<file path="src/rtl/core_seq_if.sv">
// Handshake/bus bundle between core_seq, instruction memory and the ALU/register stage.
interface core_seq_if #(
  parameter int DATASIZE = 8,
  parameter int IENBSIZE = 6
);
  logic                run;
  logic                mem_rdy;
  logic [DATASIZE-1:0] bus_d;
  logic                mem_rd;
  logic [IENBSIZE-1:0] ienb;
  logic                halt;
  logic                ill;

  modport master (
    input  run, mem_rdy, bus_d,
    output mem_rd, ienb, halt, ill
  );

  modport slave (
    output run, mem_rdy, bus_d,
    input  mem_rd, ienb, halt, ill
  );
endinterface

</file>
<file path="src/rtl/core_seq.sv">
// Instruction sequencer: fetches an opcode (plus an immediate for MVI) and steps the
// ALU/register stage through read/write enables. Outputs are decoded from state only.
module core_seq #(
  parameter int DATASIZE = 8,
  parameter int IENBSIZE = 6,
  parameter int IENB_COD = 0,
  parameter int IENB_DAT = 1,
  parameter int IENB_PC_ = 2,
  parameter int IENB_PD_ = 3,
  parameter int IENB_RRD = 4,
  parameter int IENB_RWR = 5
) (
  input logic         clk,
  input logic         rst,
  core_seq_if.master  bus
);

  typedef enum logic [2:0] {
    IDLE, FETCH, LATCH_C, FETCH_D, LATCH_D, EXEC_RD, EXEC_WR, HALT
  } state_e;

  state_e              state_q, state_d;
  logic [DATASIZE-1:0] opcode_q, opcode_d;
  logic                ill_q, ill_d;

  logic                mem_rd_c;
  logic [IENBSIZE-1:0] ienb_c;
  logic                halt_c;

  logic [1:0] grp;
  logic [2:0] dst, src;
  logic       is_halt, is_nop, is_mvi, is_mov, is_alu;

  assign grp     = opcode_q[7:6];
  assign dst     = opcode_q[5:3];
  assign src     = opcode_q[2:0];
  assign is_halt = (opcode_q[7:0] == 8'h76);
  assign is_nop  = (opcode_q[7:0] == 8'h00);
  assign is_mvi  = (grp == 2'b00) && (src == 3'b110) && (dst != 3'b110);
  assign is_mov  = (grp == 2'b01) && (src != 3'b110) && (dst != 3'b110);
  assign is_alu  = (grp == 2'b10) && (src != 3'b110);

  always_ff @(posedge clk or negedge rst) begin
    if (!rst) begin
      state_q  <= IDLE;
      opcode_q <= '0;
      ill_q    <= 1'b0;
    end else begin
      state_q  <= state_d;
      opcode_q <= opcode_d;
      ill_q    <= ill_d;
    end
  end

  always_comb begin
    state_d  = state_q;
    opcode_d = opcode_q;
    ill_d    = 1'b0;
    mem_rd_c = 1'b0;
    ienb_c   = '0;
    halt_c   = 1'b0;
    unique case (state_q)
      IDLE: begin
        if (bus.run) state_d = FETCH;
      end
      FETCH: begin
        mem_rd_c = 1'b1;
        if (bus.mem_rdy) begin
          opcode_d = bus.bus_d;
          state_d  = LATCH_C;
        end
      end
      LATCH_C: begin
        mem_rd_c         = 1'b1;
        ienb_c[IENB_COD] = 1'b1;
        ienb_c[IENB_PC_] = 1'b1;
        // 8'h76 overlaps the MOV field pattern, so it must win first.
        if (is_halt)               state_d = HALT;
        else if (is_nop)           state_d = IDLE;
        else if (is_mvi)           state_d = FETCH_D;
        else if (is_mov || is_alu) state_d = EXEC_RD;
        else begin
          state_d = IDLE;
          ill_d   = 1'b1;
        end
      end
      FETCH_D: begin
        mem_rd_c = 1'b1;
        if (bus.mem_rdy) state_d = LATCH_D;
      end
      LATCH_D: begin
        mem_rd_c         = 1'b1;
        ienb_c[IENB_DAT] = 1'b1;
        ienb_c[IENB_PC_] = 1'b1;
        state_d          = EXEC_RD;
      end
      EXEC_RD: begin
        ienb_c[IENB_RRD] = 1'b1;
        state_d          = EXEC_WR;
      end
      EXEC_WR: begin
        ienb_c[IENB_RRD] = 1'b1;
        ienb_c[IENB_RWR] = 1'b1;
        state_d          = IDLE;
      end
      HALT: begin
        halt_c = 1'b1;
      end
    endcase
  end

  assign bus.mem_rd = mem_rd_c;
  assign bus.ienb   = ienb_c;
  assign bus.halt   = halt_c;
  assign bus.ill    = ill_q;

endmodule

</file>
<file path="src/flat_wrapper.sv">
// flat-port wrapper written by rule: the top's interface ports become plain ports
module core_seq_flat 
#(
  parameter int DATASIZE = 8,
  parameter int IENBSIZE = 6,
  parameter int IENB_COD = 0,
  parameter int IENB_DAT = 1,
  parameter int IENB_PC_ = 2,
  parameter int IENB_PD_ = 3,
  parameter int IENB_RRD = 4,
  parameter int IENB_RWR = 5
)
  (clk, rst, bus_run, bus_mem_rdy, bus_bus_d, bus_mem_rd, bus_ienb, bus_halt, bus_ill);
  core_seq_if #(.DATASIZE(DATASIZE), .IENBSIZE(IENBSIZE)) bus_i ();
  input logic clk;
  input logic rst;
  input wire logic [$bits(bus_i.run)-1:0] bus_run;
  input wire logic [$bits(bus_i.mem_rdy)-1:0] bus_mem_rdy;
  input wire logic [$bits(bus_i.bus_d)-1:0] bus_bus_d;
  output wire logic [$bits(bus_i.mem_rd)-1:0] bus_mem_rd;
  output wire logic [$bits(bus_i.ienb)-1:0] bus_ienb;
  output wire logic [$bits(bus_i.halt)-1:0] bus_halt;
  output wire logic [$bits(bus_i.ill)-1:0] bus_ill;
  assign bus_i.run = bus_run;
  assign bus_i.mem_rdy = bus_mem_rdy;
  assign bus_i.bus_d = bus_bus_d;
  assign bus_mem_rd = bus_i.mem_rd;
  assign bus_ienb = bus_i.ienb;
  assign bus_halt = bus_i.halt;
  assign bus_ill = bus_i.ill;
  core_seq #(.DATASIZE(DATASIZE), .IENBSIZE(IENBSIZE), .IENB_COD(IENB_COD), .IENB_DAT(IENB_DAT), .IENB_PC_(IENB_PC_), .IENB_PD_(IENB_PD_), .IENB_RRD(IENB_RRD), .IENB_RWR(IENB_RWR)) u_core (.clk(clk), .rst(rst), .bus(bus_i));
endmodule
</file>
<file path="config.mk">
export PLATFORM = sky130hd
export DESIGN_NAME = core_seq_flat
export DESIGN_NICKNAME = d
export VERILOG_FILES = /design/src/rtl/core_seq_if.sv /design/src/rtl/core_seq.sv /design/src/flat_wrapper.sv
export SDC_FILE = /design/constraint.sdc
export NUM_CORES = 1
export LEC_CHECK = 0
export ABC_AREA = 0
export CAP_MARGIN = 30
export CORE_MARGIN = 1
export CORE_UTILIZATION = 45
export DETAILED_ROUTE_END_ITERATION = 10
export HOLD_SLACK_MARGIN = 0.05
export PLACE_DENSITY = 0.76
export SLEW_MARGIN = 10
export SYNTH_ARGS = -nofsm -noshare
export SYNTH_HDL_FRONTEND = slang
export SYNTH_SLANG_ARGS = --single-unit
export TNS_END_PERCENT = 100
</file>
<file path="constraint.sdc">
create_clock -name clk -period 1.6 [get_ports clk]
set_clock_uncertainty 0.05 [all_clocks]
set_input_delay 0.32 -clock clk [delete_from_list [all_inputs] [get_ports clk]]
set_output_delay 0.32 -clock clk [all_outputs]
set_load 0.02 [all_outputs]
</file>
==> PnR_summary.wiki, run 1 <==
{| class="wikitable"
! Metric !! Value
|-
| Run status || finished with violations
|-
| Failing checks || DRC, setup timing
|-
| Final net count || 116
|-
| Mean area per synthesized cell || 10.4 µm²
|-
| Number of endpoints with negative hold slack in the final report || 0
|-
| Cell count after placement || 114
|-
| Critical path buffers and inverters || 2
|-
| Detail-routed net length per standard cell || 12.6 µm
|-
| Number of antenna repair diodes || 0
|-
| Setup WS post-layout || -26.0 ps
|-
| Routability-driven placement congestion ratio || 0.755
|-
| Syn Nets || 81
|-
| Final-layout worst hold slack || 357 ps
|-
| Post-route total power || 0.000514 W
|-
| First-pass GRT wire length || 2340 µm
|-
| F_max || 615 MHz
|-
| CTS tree || done
|-
| Worst path required time || 1230 ps
|-
| Reported leakage power || 0.521 nW
|-
| Insertion delay of the later-clocked pin in the worst-skew pair || 260 ps
|-
| Post-CTS clock slew at the launch and capture registers of the worst setup and hold paths || 70 ps
|-
| CP cell instances || buf_6 -> nor3b_4 -> or2_4 -> buf_6
|-
| Number of antenna violations at the first check in global routing || 0
|-
| Core box area || 0.00151 mm²
|-
| Internal power summed over all cells || 0.000416 W
|-
| Layout Area Growth over Synthesis || 53.5%
|-
| CTS buffer count || 3
|-
| Number of sinks handled by clock tree synthesis || 12
|-
| Hold Path Class || primary input to async pin
|-
| First DRT Iteration DRCs || 6
|-
| Antenna-violating nets left || 0
|-
| Die Outline Area || 0.00177 mm²
|-
| Most common cell after layout, fill and taps aside || buf_4
|-
| Reg power frac || 0.590
|-
| Filler instances || 115
|-
| Unrepaired setup endpoints after global routing || true
|-
| Worst Tran Pin Value || 525 ps
|-
| Post-DP HPWL || 1080 µm
|-
| Final core utilization || 0.734
|-
| Clk buf depth || 2
|-
| Portion of the post-synthesis area used by sequential elements || 0.417
|-
| Area of the mapped netlist || 721 µm²
|-
| Dominant delay contributor by cell family on the critical path || flip-flops
|-
| Critical Path AT || 1260 ps
|-
| Clock period minus worst slack || 1630 ps
|-
| Reported net switching power || 0.0000981 W
|-
| Total vias in the final route || 630
|-
| Critical path type || flip-flop to output pin
|-
| Count of different cell masters after synthesis || 33
|-
| Period utilisation layout || 1.02
|-
| Final-report max-slew violation count || 0
|-
| Crit start category || flip-flop
|-
| I/O pin count || 21
|-
| Critical Path Slowest Stage Cell || dfrtp_1
|-
| Logic pwr share || 0.076
|-
| Filler-free cell count of the finished design || 118
|-
| Power per cell area || 465 mW/mm²
|-
| Root buf cell || clkbuf_4
|-
| Total routing resource utilization after global routing || 0.169
|-
| Yosys Warn Count || 0
|-
| Vertical die dimension || 42.0 µm
|-
| Remaining global-route overflow || 0
|-
| Leading cell types in the layout, fill and taps excluded || buf_4, clkdlybuf4s50_1, dfrtp_1, mux2_4, buf_6
|-
| Slowest stage delay, CP || 420 ps
|-
| Proportion of layout cells with a drive suffix above 1 || 0.471
|-
| Number of global-route vias before repair || 595
|-
| Maximum number of pins on one net before global-route repair || 13
|-
| Max rail drop VDD || 0.402 mV
|-
| Drt drc || 1
|-
| Relative contribution of the clock network to total power || 0.334
|-
| Normalized max-slew margin || 0.649
|-
| CP Max Fanout || 4
|-
| Final-report setup violation count || 2
|-
| Mean number of vias per cell || 5.34
|-
| IO Port Bufs || 19
|-
| Reported max-cap violation count || 0
|-
| Die boundary width || 42.0 µm
|-
| Crit path capture type || output pin
|-
| Setup slack after placement || -232 ps
|-
| Switching share of power || 0.191
|-
| Length of the first detailed-routing pass in iterations || 7
|-
| Cell repeated most along the worst path || buf_6
|-
| Standard-cell rows || 14
|-
| H-Tree Depth || 1
|-
| Drt total wl || 1490 µm
|-
| Post-synthesis register bit count || 12
|-
| Post-Synthesis Cells || 69
|-
| Initial core utilization || 0.478
|}
cells by family after synthesis:
logic type,share of synthesized area
simple gates,0.217
compound gates,0.134
flops,0.417
mux,0.141
buf+inv,0.0625
xor+xnor,0.0243
other cells,0.00520
worst paths after layout:
path	endpoint	start	slack, ps	cells past startpoint
setup / recovery	bus_ienb[2]	u_core.state_q[0]	-30	4
hold / removal	u_core.state_q[0]	rst	360	1
setup reg to reg	u_core.opcode_q[4]	u_core.state_q[2]	50	5
hold reg to reg	u_core.opcode_q[0]	u_core.opcode_q[0]	490	1
max in group asynchronous	u_core.state_q[2]	rst	770	1
min in group clk	u_core.opcode_q[0]	u_core.opcode_q[0]	490	1
cell usage after synthesis:
library cell	count	area share
a21boi_0	1	0.010
a21o_1	1	0.010
a21oi_1	5	0.035
and2_1	1	0.0087
and3_1	3	0.026
and3b_1	1	0.012
buf_2	3	0.021
buf_4	1	0.010
buf_6	1	0.016
clkbuf_1	1	0.0052
conb_1	1	0.0052
dfrtp_1	12	0.42
inv_1	2	0.010
mux2_2	9	0.14
nand2_1	4	0.021
nand2b_1	1	0.0087
nand3b_1	1	0.010
nand4b_1	1	0.012
nand4bb_1	1	0.016
nor2_1	5	0.026
nor3b_1	1	0.010
nor3b_4	1	0.026
o21a_1	1	0.010
o21ai_0	1	0.0069
o21ai_2	1	0.012
o221ai_1	1	0.012
o311a_1	1	0.014
o311ai_1	1	0.012
o31ai_1	1	0.010
or2_2	1	0.0087
or4_4	2	0.031
xnor2_1	1	0.012
xor2_1	1	0.012
repair_timing:
item / in CTS / in global routing
cloned: 0 / 0
hold buffers: 0 / 0
pin swaps: 2 / 5
gates resized for setup: 40 / 18
buffers inserted: 0 / 2
setup endpoints to repair: 15 / 13
per-stage QoR:
step	instance area, µm²	setup TNS (ps)
2_1_floorplan	721	0
4_1_cts	1030	-63.6
3_3_place_gp	1030	-1280
3_5_place_dp	1030	-1540
6_report	1110	-50.0
5_1_grt	1110	-234
per-layer routing:
| metal | global-route usage | vias to the layer above | wire length [µm] |
|---|---|---|---|
| li1 | - | 314 | - |
| met1 | 0.210 | 300 | 591 |
| met2 | 0.309 | 14 | 825 |
| met3 | 0.0129 | 2 | 62 |
| met4 | 0.0563 | 0 | 7 |
| met5 | 0 | - | 0 |
cell type report:
class,count,area [µm²],area share
multi-input cells,49,438,0.396
repair buffers,36,315,0.285
inverters,2,7.51,0.00679
well taps,16,20.0,0.0181
flip-flops and latches,12,303,0.274
clock buffers,3,22.5,0.0204
state kept, by name, summed over array words and instances (netlist names):
signal and cells:
u_core.bus.ill 1, u_core.opcode_q 8, u_core.state_q 3
power by group through the flow:
stage,logic (W),clock network (W),registers [W]
final,0.0000392,0.000171,0.000303
after global routing,0.0000428,0.000190,0.000303
after CTS,0.0000388,0.000181,0.000303
after detailed placement,0.0000385,0,0.000309
after global placement,0.0000376,0,0.000309
after floorplan,0.00000554,0,0.000309
No activity file was read; power rests on OpenSTA's default activity.
==> run 2, diff against run 1 <==
--- a/config.mk
+++ b/config.mk
@@ -6,7 +6,7 @@
 export NUM_CORES = 1
 export LEC_CHECK = 0
 export ABC_AREA = 0
-export CAP_MARGIN = 30
+export CAP_MARGIN = 15
 export CORE_MARGIN = 1
 export CORE_UTILIZATION = 45
 export DETAILED_ROUTE_END_ITERATION = 10
==> results of run 2 <==
The final DEF is identical to that of run 1; final timing and power are the same.
==> run 3, diff against run 2 <==
--- a/config.mk
+++ b/config.mk
@@ -6,7 +6,6 @@
 export NUM_CORES = 1
 export LEC_CHECK = 0
 export ABC_AREA = 0
-export CAP_MARGIN = 15
 export CORE_MARGIN = 1
 export CORE_UTILIZATION = 45
 export DETAILED_ROUTE_END_ITERATION = 10
==> results of run 3 <==
The final DEF is identical to that of run 1; final timing and power are the same.
